### config.mk
export PLATFORM = sky130hd
export DESIGN_NAME = mac_share_arbiter_flat
export DESIGN_NICKNAME = d
export VERILOG_FILES = /design/src/rtl/mac_share_arbiter_if.sv /design/src/rtl/mac_share_arbiter.sv /design/src/flat_wrapper.sv
export SDC_FILE = /design/constraint.sdc
export NUM_CORES = 1
export LEC_CHECK = 0
export CORE_ASPECT_RATIO = 1.4
export CORE_UTILIZATION = 50
export CTS_CLUSTER_DIAMETER = 100
export CTS_CLUSTER_SIZE = 20
export DETAILED_ROUTE_END_ITERATION = 8
export GPL_ROUTABILITY_DRIVEN = 0
export PLACE_DENSITY = 0.82
export SETUP_SLACK_MARGIN = 0.1
export SLEW_MARGIN = 30
export SYNTH_ARGS = -nofsm -noshare
export SYNTH_HDL_FRONTEND = slang
export SYNTH_SLANG_ARGS = --single-unit
### constraint.sdc
create_clock -name i_clk -period 11.3 [get_ports i_clk]
set_input_delay 2.26 -clock i_clk [delete_from_list [all_inputs] [get_ports i_clk]]
set_output_delay 2.26 -clock i_clk [all_outputs]
set_load 0.02 [all_outputs]
### src/rtl/mac_share_arbiter_if.sv
// Handshake bundle between the requesters/consumer and mac_share_arbiter:
// req/gnt with packed operands on the request side, valid/ready on the result side.
interface mac_share_arbiter_if #(
  parameter int N_REQ = 4,
  parameter int W     = 4,
  parameter int ID_W  = $clog2(N_REQ)
);
  logic [N_REQ-1:0]   i_req;
  logic [N_REQ*W-1:0] i_a;
  logic [N_REQ*W-1:0] i_b;
  logic [N_REQ*W-1:0] i_c;
  logic [N_REQ-1:0]   i_mode;
  logic               i_ready;
  logic [N_REQ-1:0]   o_gnt;
  logic               o_valid;
  logic [2*W-1:0]     o_answer;
  logic [ID_W-1:0]    o_id;

  modport slave (
    input  i_req, i_a, i_b, i_c, i_mode, i_ready,
    output o_gnt, o_valid, o_answer, o_id
  );

  modport master (
    output i_req, i_a, i_b, i_c, i_mode, i_ready,
    input  o_gnt, o_valid, o_answer, o_id
  );
endinterface

### src/rtl/mac_share_arbiter.sv
// Round-robin arbiter feeding one shared a*b+c datapath through a two-stage
// pipeline (operand register S1, output register S2) with valid/ready output.
module mac_share_arbiter #(
  parameter int N_REQ = 4,
  parameter int W     = 4,
  parameter int ID_W  = $clog2(N_REQ)
) (
  input  logic               i_clk,
  input  logic               i_rst_n,
  mac_share_arbiter_if.slave bus
);
  localparam int            RW     = 2 * W;
  localparam logic [ID_W:0] NREQ_W = (ID_W + 1)'(N_REQ);

  // Operands are widened to 2W (sign- or zero-extended); the low 2W bits of
  // the product are identical for both interpretations once extended.
  function automatic logic [RW-1:0] mac_fn(input logic [W-1:0] a, b, c,
                                            input logic sgn);
    logic signed [RW-1:0] a_x, b_x, c_x;
    if (sgn) begin
      a_x = RW'($signed(a));
      b_x = RW'($signed(b));
      c_x = RW'($signed(c));
    end else begin
      a_x = $signed({{W{1'b0}}, a});
      b_x = $signed({{W{1'b0}}, b});
      c_x = $signed({{W{1'b0}}, c});
    end
    return $unsigned(a_x * b_x + c_x);
  endfunction

  logic              s1_valid_q, s1_valid_d;
  logic [W-1:0]      s1_a_q, s1_b_q, s1_c_q;
  logic              s1_mode_q;
  logic [ID_W-1:0]   s1_id_q;
  logic              o_valid_q, o_valid_d;
  logic [RW-1:0]     o_answer_q, o_answer_d;
  logic [ID_W-1:0]   o_id_q, o_id_d;
  logic [ID_W-1:0]   ptr_q, ptr_d;

  logic              adv2, acc1;
  logic [N_REQ-1:0]  gnt;
  logic              gnt_any;
  logic [ID_W-1:0]   gnt_idx;
  logic [ID_W:0]     scan_idx;
  logic [W-1:0]      sel_a, sel_b, sel_c;
  logic              sel_mode;

  assign adv2 = s1_valid_q & (~o_valid_q | bus.i_ready);
  assign acc1 = ~s1_valid_q | adv2;

  // Search from ptr upward with wrap; the first requesting index wins.
  always_comb begin
    gnt      = '0;
    gnt_any  = 1'b0;
    gnt_idx  = '0;
    scan_idx = '0;
    if (i_rst_n && acc1) begin
      for (int off = 0; off < N_REQ; off++) begin
        scan_idx = {1'b0, ptr_q} + (ID_W + 1)'(off);
        if (scan_idx >= NREQ_W) scan_idx = scan_idx - NREQ_W;
        if (!gnt_any && bus.i_req[scan_idx[ID_W-1:0]]) begin
          gnt_any = 1'b1;
          gnt_idx = scan_idx[ID_W-1:0];
        end
      end
      if (gnt_any) gnt[gnt_idx] = 1'b1;
    end
  end

  always_comb begin
    sel_a    = '0;
    sel_b    = '0;
    sel_c    = '0;
    sel_mode = 1'b0;
    for (int k = 0; k < N_REQ; k++) begin
      if (gnt[k]) begin
        sel_a    = bus.i_a[k*W +: W];
        sel_b    = bus.i_b[k*W +: W];
        sel_c    = bus.i_c[k*W +: W];
        sel_mode = bus.i_mode[k];
      end
    end
  end

  always_comb begin
    s1_valid_d = s1_valid_q;
    ptr_d      = ptr_q;
    o_valid_d  = o_valid_q;
    o_answer_d = o_answer_q;
    o_id_d     = o_id_q;
    if (acc1) s1_valid_d = gnt_any;
    if (gnt_any) ptr_d = (gnt_idx == ID_W'(N_REQ - 1)) ? '0 : gnt_idx + ID_W'(1);
    if (adv2) begin
      o_valid_d  = 1'b1;
      o_answer_d = mac_fn(s1_a_q, s1_b_q, s1_c_q, s1_mode_q);
      o_id_d     = s1_id_q;
    end else if (bus.i_ready) begin
      o_valid_d  = 1'b0;
    end
  end

  always_ff @(posedge i_clk or negedge i_rst_n) begin
    if (!i_rst_n) begin
      s1_valid_q <= 1'b0;
      ptr_q      <= '0;
      o_valid_q  <= 1'b0;
      o_answer_q <= '0;
      o_id_q     <= '0;
    end else begin
      s1_valid_q <= s1_valid_d;
      ptr_q      <= ptr_d;
      o_valid_q  <= o_valid_d;
      o_answer_q <= o_answer_d;
      o_id_q     <= o_id_d;
    end
  end

  // S1 payload is qualified by s1_valid_q, so it needs no reset.
  always_ff @(posedge i_clk) begin
    if (gnt_any) begin
      s1_a_q    <= sel_a;
      s1_b_q    <= sel_b;
      s1_c_q    <= sel_c;
      s1_mode_q <= sel_mode;
      s1_id_q   <= gnt_idx;
    end
  end

  assign bus.o_gnt    = gnt;
  assign bus.o_valid  = o_valid_q;
  assign bus.o_answer = o_answer_q;
  assign bus.o_id     = o_id_q;
endmodule

### src/flat_wrapper.sv
// flat-port wrapper written by rule: the top's interface ports become plain ports
module mac_share_arbiter_flat 
#(
  parameter int N_REQ = 4,
  parameter int W     = 4,
  parameter int ID_W  = $clog2(N_REQ)
)
  (i_clk, i_rst_n, bus_i_req, bus_i_a, bus_i_b, bus_i_c, bus_i_mode, bus_i_ready, bus_o_gnt, bus_o_valid, bus_o_answer, bus_o_id);
  mac_share_arbiter_if #(.N_REQ(N_REQ), .W(W), .ID_W(ID_W)) bus_i ();
  input  logic i_clk;
  input  logic i_rst_n;
  input wire logic [$bits(bus_i.i_req)-1:0] bus_i_req;
  input wire logic [$bits(bus_i.i_a)-1:0] bus_i_a;
  input wire logic [$bits(bus_i.i_b)-1:0] bus_i_b;
  input wire logic [$bits(bus_i.i_c)-1:0] bus_i_c;
  input wire logic [$bits(bus_i.i_mode)-1:0] bus_i_mode;
  input wire logic [$bits(bus_i.i_ready)-1:0] bus_i_ready;
  output wire logic [$bits(bus_i.o_gnt)-1:0] bus_o_gnt;
  output wire logic [$bits(bus_i.o_valid)-1:0] bus_o_valid;
  output wire logic [$bits(bus_i.o_answer)-1:0] bus_o_answer;
  output wire logic [$bits(bus_i.o_id)-1:0] bus_o_id;
  assign bus_i.i_req = bus_i_req;
  assign bus_i.i_a = bus_i_a;
  assign bus_i.i_b = bus_i_b;
  assign bus_i.i_c = bus_i_c;
  assign bus_i.i_mode = bus_i_mode;
  assign bus_i.i_ready = bus_i_ready;
  assign bus_o_gnt = bus_i.o_gnt;
  assign bus_o_valid = bus_i.o_valid;
  assign bus_o_answer = bus_i.o_answer;
  assign bus_o_id = bus_i.o_id;
  mac_share_arbiter #(.N_REQ(N_REQ), .W(W), .ID_W(ID_W)) u_core (.i_clk(i_clk), .i_rst_n(i_rst_n), .bus(bus_i));
endmodule
==> results.json <==
{
  "grt_pass1_wl_mm": 9.97,
  "hpwl_mm": 4.96,
  "max_cap_viol_count": 0,
  "fin_ws_ps": 4040,
  "grt_pass1_vias": 2275,
  "cts_max_level": 2,
  "async_reset_ff_share_pct": 48.3,
  "die_y_um": 90.8,
  "first_iter_violations": 92,
  "antenna_found_initial": 0,
  "pre_cts_ws_ps": 4040,
  "ant_nets": 0,
  "slew_headroom_pct": 50.7,
  "synthTopCellsByArea": "edfxtp_1, dfrtp_1, fa_1, ha_1, o31ai_2",
  "place_area_um2": 3540,
  "post_drt_wl_per_cell_um": 14.4,
  "cts_tree": "done",
  "cp-start-kind": "input pin",
  "synth_ff_type": "edfxtp_1",
  "cp.arrival_ps": 5000,
  "post_cts_buffers": 0,
  "crit_type": "input pin to output pin",
  "cts_root_buf": "clkbuf_8",
  "synth_top_area_share_pct": 16.0,
  "cp.required_ps": 9040,
  "row_count": 32,
  "num-fill-cells": 439,
  "min_period_over_period_pct": 64.3,
  "holdWs_ps": 491,
  "synth_top_cell_by_area": "edfxtp_1",
  "syn_nets": 369,
  "p_switching_mw": 0.253,
  "slew_viol_final": 0,
  "leakagePower_nw": 1.53,
  "drive_above_1_share_pct": 13.1,
  "setup_violations": 0,
  "routed_wl_mm": 5.94,
  "synth_edf_count": 15,
  "finalInstanceArea_um2": 3650,
  "ios": 74,
  "powerDensity_nw_per_um2": 173,
  "coreArea_um2": 5490,
  "numClockSinks": 29,
  "port_buffers": 73,
  "finalHoldViolations": 0,
  "holdBufCountCts": 0,
  "min_period_ps": 7260,
  "start_util_pct": 51.3,
  "fmax_mhz": 138,
  "grt_remaining_overflow": 0,
  "vdd_drop_max_v": 0.0000801,
  "synth-seq-cells": 29,
  "antenna_cells": 0,
  "status": "finished clean",
  "synth_area_um2": 2810,
  "ys_seq_area_share_pct": 28.5,
  "end_kind": "output pin",
  "clk_pin_slew_ps": 60,
  "worst_skew_pair.late_latency_ps": 280,
  "syn_inst": 275,
  "grt_setup_unrepaired": "no",
  "combPwrFrac_pct": 57.1,
  "p_seq_share_pct": 26.9,
  "p_sw_share_pct": 39.9,
  "synth_area_per_cell_um2": 10.2,
  "dieArea_um2": 5940,
  "p_int_mw": 0.381,
  "path_max_fanout": 17,
  "hold_class": "flop to flop",
  "vias": 2245,
  "post_cts_resized": 0,
  "die_width_um": 65.4,
  "worstMarginPinSlew_ps": 740,
  "route.detailed.drc": 0,
  "p_clk_share_pct": 16.0,
  "grt_max_degree": 18,
  "syn2layout_area_growth_pct": 29.8,
  "viasPerCell": 5.45,
  "cts_max_path_buffers": 2,
  "cts_buffers": 5,
  "final_nets": 437,
  "track_usage_pct": 21.7,
  "dr.pass1.iters": 4,
  "synth_cell_types": 53,
  "finClkSkew_ps": 4.67,
  "yosys_warnings": 0,
  "setup-tns-final_ps": 0
}
-- state kept, by name (all words and copies together) (netlist names) --
register,flops
u_core.s1_id_q,2
u_core.bus.o_answer,8
u_core.s1_c_q,4
u_core.ptr_q,2
u_core.s1_a_q,4
u_core.s1_valid_q,1
u_core.bus.o_valid,1
u_core.s1_b_q,4
u_core.bus.o_id,2
u_core.s1_mode_q,1
-- cell families after synthesis --
kind of cell | synth area share, %
multiplexers | 2.80
adder cells (fa/ha/maj) | 19.8
buffers and inverters | 7.29
AO/OA/AOI/OAI | 18.8
flip-flops | 28.5
AND/OR/NAND/NOR | 18.1
XOR/XNOR | 4.71
-- synth_stat cells, drive strengths merged (10+ instances only) --
| cell type | instances |
|---|---|
| fa | 16 |
| nand2 | 20 |
| inv | 26 |
| edfxtp | 15 |
| ha | 19 |
| dfrtp | 14 |
| nor3 | 15 |
| nor2 | 10 |
| o31ai | 14 |
| a22oi | 13 |
| nand3 | 14 |
| and2 | 13 |
| o21bai | 14 |
-- worst paths after layout --
check	slack (ps)	cells after the start	endpoint	start
max	4040	6	bus_o_gnt[1]	bus_i_req[0]
min	490	1	u_core.bus.o_id[0]	u_core.s1_id_q[0]
max reg2reg	6710	15	u_core.bus.o_answer[7]	u_core.s1_mode_q
min reg2reg	490	1	u_core.bus.o_id[0]	u_core.s1_id_q[0]
max in group asynchronous	8500	1	u_core.bus.o_answer[0]	i_rst_n
min in group asynchronous	2390	1	u_core.bus.o_id[1]	i_rst_n
-- final cells by class --
cell class	instances	area, um2	area share, %
repair buffers	76	751	20.5
multi-input cells	205	1810	49.5
flip-flops and latches	29	801	21.9
clock buffers	8	111	3.05
well taps	68	85.1	2.33
inverters	26	97.6	2.67
-- worst max-delay path, cell delays in order --
cell             delay, ps
clkdlybuf4s50_1        620
nand2b_1               110
o221ai_2               550
or2_1                  620
and2_1                 230
clkdlybuf4s50_1        600
-- layout by cell type (no fill, tap or decap), types with 7 or more instances in the layout --
cell,instances
a22oi_1,13
xnor2_1,7
nand3_1,14
mux2_2,7
dfrtp_1,14
nor2_1,9
ha_1,19
nor3_1,9
edfxtp_1,15
nand2_1,19
clkdlybuf4s50_1,73
o21bai_1,14
o31ai_2,9
fa_1,16
inv_1,25
and2_1,13
-- layer usage --
metal  track usage [%]  routed length (um)  vias to the layer above
met5                 0                   0                        -
met3              3.03                 220                       10
met4              7.61                 112                        0
met2              40.9                3350                       73
met1              23.7                2260                     1057
li1                  -                   -                     1105
-- through the flow --
stage	power (mW)	cells	utilization (%)
6_report	0.633	412	66.6
5_1_grt	0.685	412	66.6
4_1_cts	0.641	411	66.5
3_5_place_dp	0.538	403	64.5
3_3_place_gp	0.521	403	64.5
2_1_floorplan	0.421	275	-
-- power by group through the flow --
stage | registers, mW | logic, mW | clock network, mW
6_report | 0.171 | 0.362 | 0.101
5_1_grt | 0.175 | 0.403 | 0.108
4_1_cts | 0.170 | 0.368 | 0.103
3_5_place_dp | 0.172 | 0.367 | 0
3_3_place_gp | 0.170 | 0.351 | 0
2_1_floorplan | 0.182 | 0.240 | 0
Note: power is estimated with default switching activity, not from simulation.
